===== src/rtl/shot_pkg.sv =====
// shot_pkg: shared definitions for the shot collision detector slice.
//   NUM_SHOTS_DEF    : default number of shot slots
//   HIT_COUNT_W_DEF  : default width of the enemy hit counter
//   collision_kind_t : per-slot collision classification for one cycle
//   fsm_state_t      : frame-tracking FSM states
package shot_pkg;

    localparam int unsigned NUM_SHOTS_DEF   = 3;
    localparam int unsigned HIT_COUNT_W_DEF = 8;

    typedef enum logic [1:0] {
        COLL_NONE,
        COLL_ENEMY,
        COLL_TOWER
    } collision_kind_t;

    typedef enum logic {
        ST_WAIT_FRAME,
        ST_ACTIVE
    } fsm_state_t;

endpackage


===== src/rtl/shot_hit_latch.sv =====
// shot_hit_latch: one shot slot's collision classifier.
// Holds a sticky "reported" flag so a slot pulses at most once per frame,
// gives enemy overlaps priority over tower overlaps, and registers the
// resulting one-cycle pulse.
// Ports:
//   clk           : clock
//   i_reset       : synchronous reset, active-high
//   i_active      : frame FSM is in the active state
//   i_sof         : frame-start strobe (clears the reported flag)
//   i_shot        : this slot's shot pixel request
//   i_enemy       : enemy pixel request
//   i_tower       : tower pixel request
//   o_enemy_pulse : registered enemy-hit pulse
//   o_tower_pulse : registered tower-hit pulse
module shot_hit_latch
    import shot_pkg::*;
(
    input  logic clk,
    input  logic i_reset,
    input  logic i_active,
    input  logic i_sof,
    input  logic i_shot,
    input  logic i_enemy,
    input  logic i_tower,
    output logic o_enemy_pulse,
    output logic o_tower_pulse
);

    logic            r_reported;
    logic            r_enemy_pulse;
    logic            r_tower_pulse;
    logic            w_reported_eff;
    collision_kind_t w_kind;

    // The frame-start clear takes effect in the same cycle, so an overlap
    // coinciding with startOfFrame belongs to the new frame.
    always_comb begin
        w_reported_eff = r_reported & ~i_sof;
        w_kind         = COLL_NONE;
        if (i_active && i_shot && !w_reported_eff) begin
            if (i_enemy) begin
                w_kind = COLL_ENEMY;
            end else if (i_tower) begin
                w_kind = COLL_TOWER;
            end
        end
    end

    always_ff @(posedge clk) begin
        if (i_reset) begin
            r_reported    <= 1'b0;
            r_enemy_pulse <= 1'b0;
            r_tower_pulse <= 1'b0;
        end else begin
            r_reported    <= w_reported_eff | (w_kind != COLL_NONE);
            r_enemy_pulse <= (w_kind == COLL_ENEMY);
            r_tower_pulse <= (w_kind == COLL_TOWER);
        end
    end

    assign o_enemy_pulse = r_enemy_pulse;
    assign o_tower_pulse = r_tower_pulse;

endmodule


===== src/rtl/shot_collision_detector.sv =====
// shot_collision_detector: per-slot shot/enemy and shot/tower collision
// pulses with a frame-start FSM and an optional saturating hit counter.
// Optional feature macro: SHOT_COLLISION_HITCOUNT_EN (builds hitCount;
// without it hitCount is tied to 0).
// Ports:
//   clk                 : clock
//   resetN              : synchronous reset, active-high
//   startOfFrame        : one-cycle frame-start strobe
//   shotDrawingRequests : per-slot shot pixel requests
//   enemyDrawingRequest : enemy pixel request
//   towerDrawingRequest : tower pixel request
//   shotEnemyCollision  : per-slot enemy-hit pulses (latency 1)
//   shotTowerCollision  : per-slot tower-hit pulses (latency 1)
//   enemyHit            : OR of shotEnemyCollision
//   hitCount            : saturating count of enemy hits
module shot_collision_detector
    import shot_pkg::*;
#(
    parameter int unsigned NUM_SHOTS   = NUM_SHOTS_DEF,
    parameter int unsigned HIT_COUNT_W = HIT_COUNT_W_DEF
) (
    input  logic                   clk,
    input  logic                   resetN,
    input  logic                   startOfFrame,
    input  logic [NUM_SHOTS-1:0]   shotDrawingRequests,
    input  logic                   enemyDrawingRequest,
    input  logic                   towerDrawingRequest,
    output logic [NUM_SHOTS-1:0]   shotEnemyCollision,
    output logic [NUM_SHOTS-1:0]   shotTowerCollision,
    output logic                   enemyHit,
    output logic [HIT_COUNT_W-1:0] hitCount
);

    fsm_state_t r_state;
    fsm_state_t w_next_state;
    logic       w_active;

    always_ff @(posedge clk) begin
        if (resetN) begin
            r_state <= ST_WAIT_FRAME;
        end else begin
            r_state <= w_next_state;
        end
    end

    always_comb begin
        w_next_state = r_state;
        w_active     = 1'b0;
        case (r_state)
            ST_WAIT_FRAME: begin
                if (startOfFrame) begin
                    w_next_state = ST_ACTIVE;
                end
            end
            ST_ACTIVE: begin
                w_active = 1'b1;
            end
            default: begin
                w_next_state = ST_WAIT_FRAME;
            end
        endcase
    end

    for (genvar gi = 0; gi < NUM_SHOTS; gi++) begin : g_slot
        shot_hit_latch u_latch (
            .clk           (clk),
            .i_reset       (resetN),
            .i_active      (w_active),
            .i_sof         (startOfFrame),
            .i_shot        (shotDrawingRequests[gi]),
            .i_enemy       (enemyDrawingRequest),
            .i_tower       (towerDrawingRequest),
            .o_enemy_pulse (shotEnemyCollision[gi]),
            .o_tower_pulse (shotTowerCollision[gi])
        );
    end

    assign enemyHit = |shotEnemyCollision;

`ifdef SHOT_COLLISION_HITCOUNT_EN
    logic [HIT_COUNT_W-1:0] r_hit_count;
    logic [HIT_COUNT_W:0]   w_sum;

    // One spare bit catches overflow; the visible pulses are added at the
    // edge that ends them.
    always_comb begin
        w_sum = {1'b0, r_hit_count};
        for (int unsigned i = 0; i < NUM_SHOTS; i++) begin
            w_sum = w_sum + {{HIT_COUNT_W{1'b0}}, shotEnemyCollision[i]};
        end
    end

    always_ff @(posedge clk) begin
        if (resetN) begin
            r_hit_count <= '0;
        end else if (w_sum[HIT_COUNT_W]) begin
            r_hit_count <= '1;
        end else begin
            r_hit_count <= w_sum[HIT_COUNT_W-1:0];
        end
    end

    assign hitCount = r_hit_count;
`else
    assign hitCount = '0;
`endif

endmodule


===== config.mk =====
export PLATFORM = sky130hd
export DESIGN_NAME = shot_collision_detector
export DESIGN_NICKNAME = d
export VERILOG_FILES = /design/src/rtl/shot_pkg.sv /design/src/rtl/shot_hit_latch.sv /design/src/rtl/shot_collision_detector.sv
export SDC_FILE = /design/constraint.sdc
export NUM_CORES = 1
export LEC_CHECK = 0
export CELL_PAD_IN_SITES_DETAIL_PLACEMENT = 1
export CELL_PAD_IN_SITES_GLOBAL_PLACEMENT = 1
export CORE_UTILIZATION = 24
export DETAILED_ROUTE_END_ITERATION = 16
export GPL_ROUTABILITY_DRIVEN = 0
export PLACE_DENSITY_LB_ADDON = 0.1
export SYNTH_ARGS = -nofsm -noshare
export SYNTH_HDL_FRONTEND = slang
export SYNTH_SLANG_ARGS = --single-unit

===== constraint.sdc =====
create_clock -name clk -period 0.8 [get_ports clk]
set_input_delay 0.2 -clock clk [delete_from_list [all_inputs] [get_ports clk]]
set_output_delay 0.2 -clock clk [all_outputs]
set_load 0.05 [all_outputs]

# Word level (Yosys, flattened, before mapping)
# Cells that the tools add are included.
# totals
elab_cells	44
output_inout_bits	15
ff_bits	10
input_bits	8
# classes
muxes	8
n_bitwise	7
eq_ne	6
reduce_logical	13
# op_table
operator	count
$mux 2	5
$eq 2x1->1 const B	3
$eq 2x2->1 const B	3
$logic_and 1x1->1	6
$reduce_bool 2->1	3
$and 1x1->1	3
$logic_not 1->1	3
$mux 1	3
$or 1x1->1	3
$reduce_or 3->1	1
$not 1->1	1

# Depth between registers and ports, before layout
# depth
depth_word	7
mapped_depth	2
ltp_nobuf	2

# Modules after synthesis
# From an unflattened synthesis, not the netlist that was laid out.
# hier_totals
hier_cells	45
hier_area_um2	490.5
# by_module_without_submodules
module	seq_area_each_um2	cells_each	n_inst	area_per_inst_um2
shot_hit_latch	60.1	11	3	130.1
shot_collision_detector	20.0	12	1	100.1

# Worst setup path before layout
# No wires, ideal clock.
# synth_timing
path_type	register to output
start	register g_slot[1].u_latch.r_enemy_pulse
end	output enemyHit
t_arrival_ns	0.868
stages_incl_launch_ff	2
n_path_buf	0
path_slack_ns	-0.268
required_ns	0.600
path_cell_list	dfxtp_1 or3_1
# synth_via
elab_chain_len	1
# synth_rtl
item	line_no	text
from (decl)	shot_hit_latch.sv:30	logic r_enemy_pulse;
from (signal assigned)	shot_hit_latch.sv:56	r_enemy_pulse <= (w_kind == COLL_ENEMY);
$reduce_or 3->1	shot_collision_detector.sv:78	assign enemyHit = |shotEnemyCollision;
to (decl)	shot_collision_detector.sv:30	output logic enemyHit,
# Every way passes these cells.

# Final worst setup path
# Same ends and word-level chain as after synthesis.

==> metrics.cfg <==
[outcome]
run_status=finished with violations
violations=negative setup slack

[timing]
clock_skew_ns=0.00471
finalCritPeriodShare=1.63
setup_viol=9
setup_ws_ns=-0.506
holdWs_ns=0.399
finalHoldViolCount=0
fmax_mhz=766
rsz0062_at_grt=yes
drv_slew=0
period_needed_ns=1.31

[worst_setup_path]
cp.buffers_inverters=1
slowest_delay_ns=0.37
end_kind=output pin
r2r_cells=2
cp-start-kind=flip-flop
cp_slowest_cell=or3_4
cp.depth=2
crit_path_max_fanout=2
crit_type=flip-flop to output pin
crit_required_ns=0.60
cp_cell_sequence=or3_4 -> buf_6
arrival_ns=1.11
path_delay_family=simple AND/OR/NAND/NOR gates

[clock_tree]
cts_tree=done
cts_hold_buf=0
cts_sinks=10
clock_latency_ns=0.26
htreeDepth=1
clock_path_buffers=2
cts_buffers=3
root_buffer=clkbuf_4
clk_pin_slew_ns=0.07

[global_route]
overflow=0
grt_max_degree=8
grt_use_total=0.107
grt_first_pass_wirelength_mm=1.58
grt_pass1_vias=351
antenna_found_initial=0

[synth]
avgSynthCellArea_sq_um=9.38
synth_seq_cells=10
syn_area_sq_um=469
ys_warn_count=0
yosys.cell_types.count=14
ys_seq_area_frac=0.427
synthCells=50

[placement]
dpl.hpwl_microns=740
portBuffers=14
placed_cell_area_sq_um=662

[die]
start_util=0.263
die_y_microns=46.2
core_area_sq_um=1780
fp-row-count=15
die_area_sq_um=2140
dieWidth_microns=46.2
pin_count=23

[layout]
fillers=200
fin_area_sq_um=795
drive_gt1_frac=0.574
antenna_cells=0
syn_to_final_growth_pct=69.3
fin_nets=77
final_core_util=0.446

[run]
timing.max_cap.violations=0

[hold_path]
min_path_cells=3
hold_class=input port to flip-flop

[drt]
routed_via_density=3.97
wl_microns=949
drc=0
drt_pass1_iterations=1
ant_nets=0
wl_per_cell_microns=10.2
num_vias=369
first_iter_violations=0

[pwr]
power_leakage_uw=0.000329
cellPowerDensity_nw_per_um2=1560
peakVddDrop_uv=744

-- layer usage --
layer  wire length (microns)  GRT usage  vias up  part of all wire
met3                      51     0.0235        2             0.054
li1                        -          -      181                 -
met5                       0          0        -                 0
met2                     535      0.183       14              0.56
met1                     353      0.125      172              0.37
met4                       9     0.0529        0            0.0095
-- report_power, final --
group          total, uW  internal [uW]  switching, uW
sequential           529            514           14.7
clock                439            276            164
combinational        270           99.9            170
-- registers in the layout, indices dropped and copies added (netlist names) --
| signal | flops |
|---|---|
| r_state | 1 |
| g_slot.u_latch.o_enemy_pulse | 3 |
| g_slot.u_latch.r_reported | 3 |
| g_slot.u_latch.o_tower_pulse | 3 |
-- cell families after synthesis --
logic type / synth area share
other cells: 0.00799
flops: 0.427
buf+inv: 0.248
compound gates: 0.0560
simple gates: 0.261
-- stage by stage --
stage / power [uW] / setup slack, ns / instances / setup TNS, ns
after global routing: 1300 / -0.539 / 93 / -2.27
after floorplan: 726 / -0.156 / 57 / -0.156
after global placement: 781 / -0.422 / 87 / -3.91
after detailed placement: 783 / -0.421 / 87 / -3.99
final: 1240 / -0.506 / 93 / -1.80
after CTS: 1250 / -0.519 / 92 / -1.77
-- placed cells by master, fill, tap and decap left out --
cell type and count:
buf_12 6, buf_4 3, buf_6 5, clkbuf_4 3
clkbuf_8 1, clkdlybuf4s50_1 3, conb_1 8, dfxtp_1 3
dfxtp_2 6, dfxtp_4 1, dlygate4sd2_1 4, inv_2 3
nand2b_1 3, nand2b_4 1, nand3b_1 1, nand4bb_4 1
nor2_1 3, nor2b_1 2, nor2b_2 1, nor3_1 2
nor3_2 4, o32ai_2 3, or3_4 1
-- path summary, 6_finish.rpt --
path / startpoint / to / slack (ns)
hold / removal: resetN / r_state$_SDFF_PP0_ / 0.40
hold reg to reg: g_slot[0].u_latch.r_reported$_SDFF_PP0_ / g_slot[0].u_latch.r_reported$_SDFF_PP0_ / 0.50
setup / recovery: g_slot[1].u_latch.o_enemy_pulse$_SDFF_PP0_ / enemyHit / -0.51
setup reg to reg: r_state$_SDFF_PP0_ / g_slot[0].u_latch.o_enemy_pulse$_SDFF_PP0_ / -0.02
-- synth_stat cells (all sizes together) --
master | n | share of area
inv | 3 | 0.024
o32ai | 3 | 0.056
nor2 | 3 | 0.024
dfxtp | 10 | 0.43
or3 | 1 | 0.013
nand4bb | 1 | 0.024
nand2b | 4 | 0.069
nor3 | 6 | 0.075
nand3b | 1 | 0.016
conb | 1 | 0.0080
nor2b | 3 | 0.040
buf | 14 | 0.22
-- layout make-up --
class	instances	area, sq um	area share
repair buffers	21	264	0.332
multi-input cells	30	240	0.302
flip-flops and latches	10	211	0.266
clock buffers	4	36.3	0.0457
well taps	25	31.3	0.0394
inverters	3	11.3	0.0142
-- repair_timing --
| action | 4_1_cts | 5_1_grt |
|---|---|---|
| buffers inserted | 1 | 1 |
| endpoints found under the setup margin | 16 | 14 |
| pin swaps | 1 | 1 |
| resized for setup | 23 | 5 |
-- tightest hold or removal path, cell delays in order --
cell,delay [ns]
dlygate4sd2_1,0.26
buf_4,0.13
nor2_1,0.03
Power figures use the tool's default switching activity.
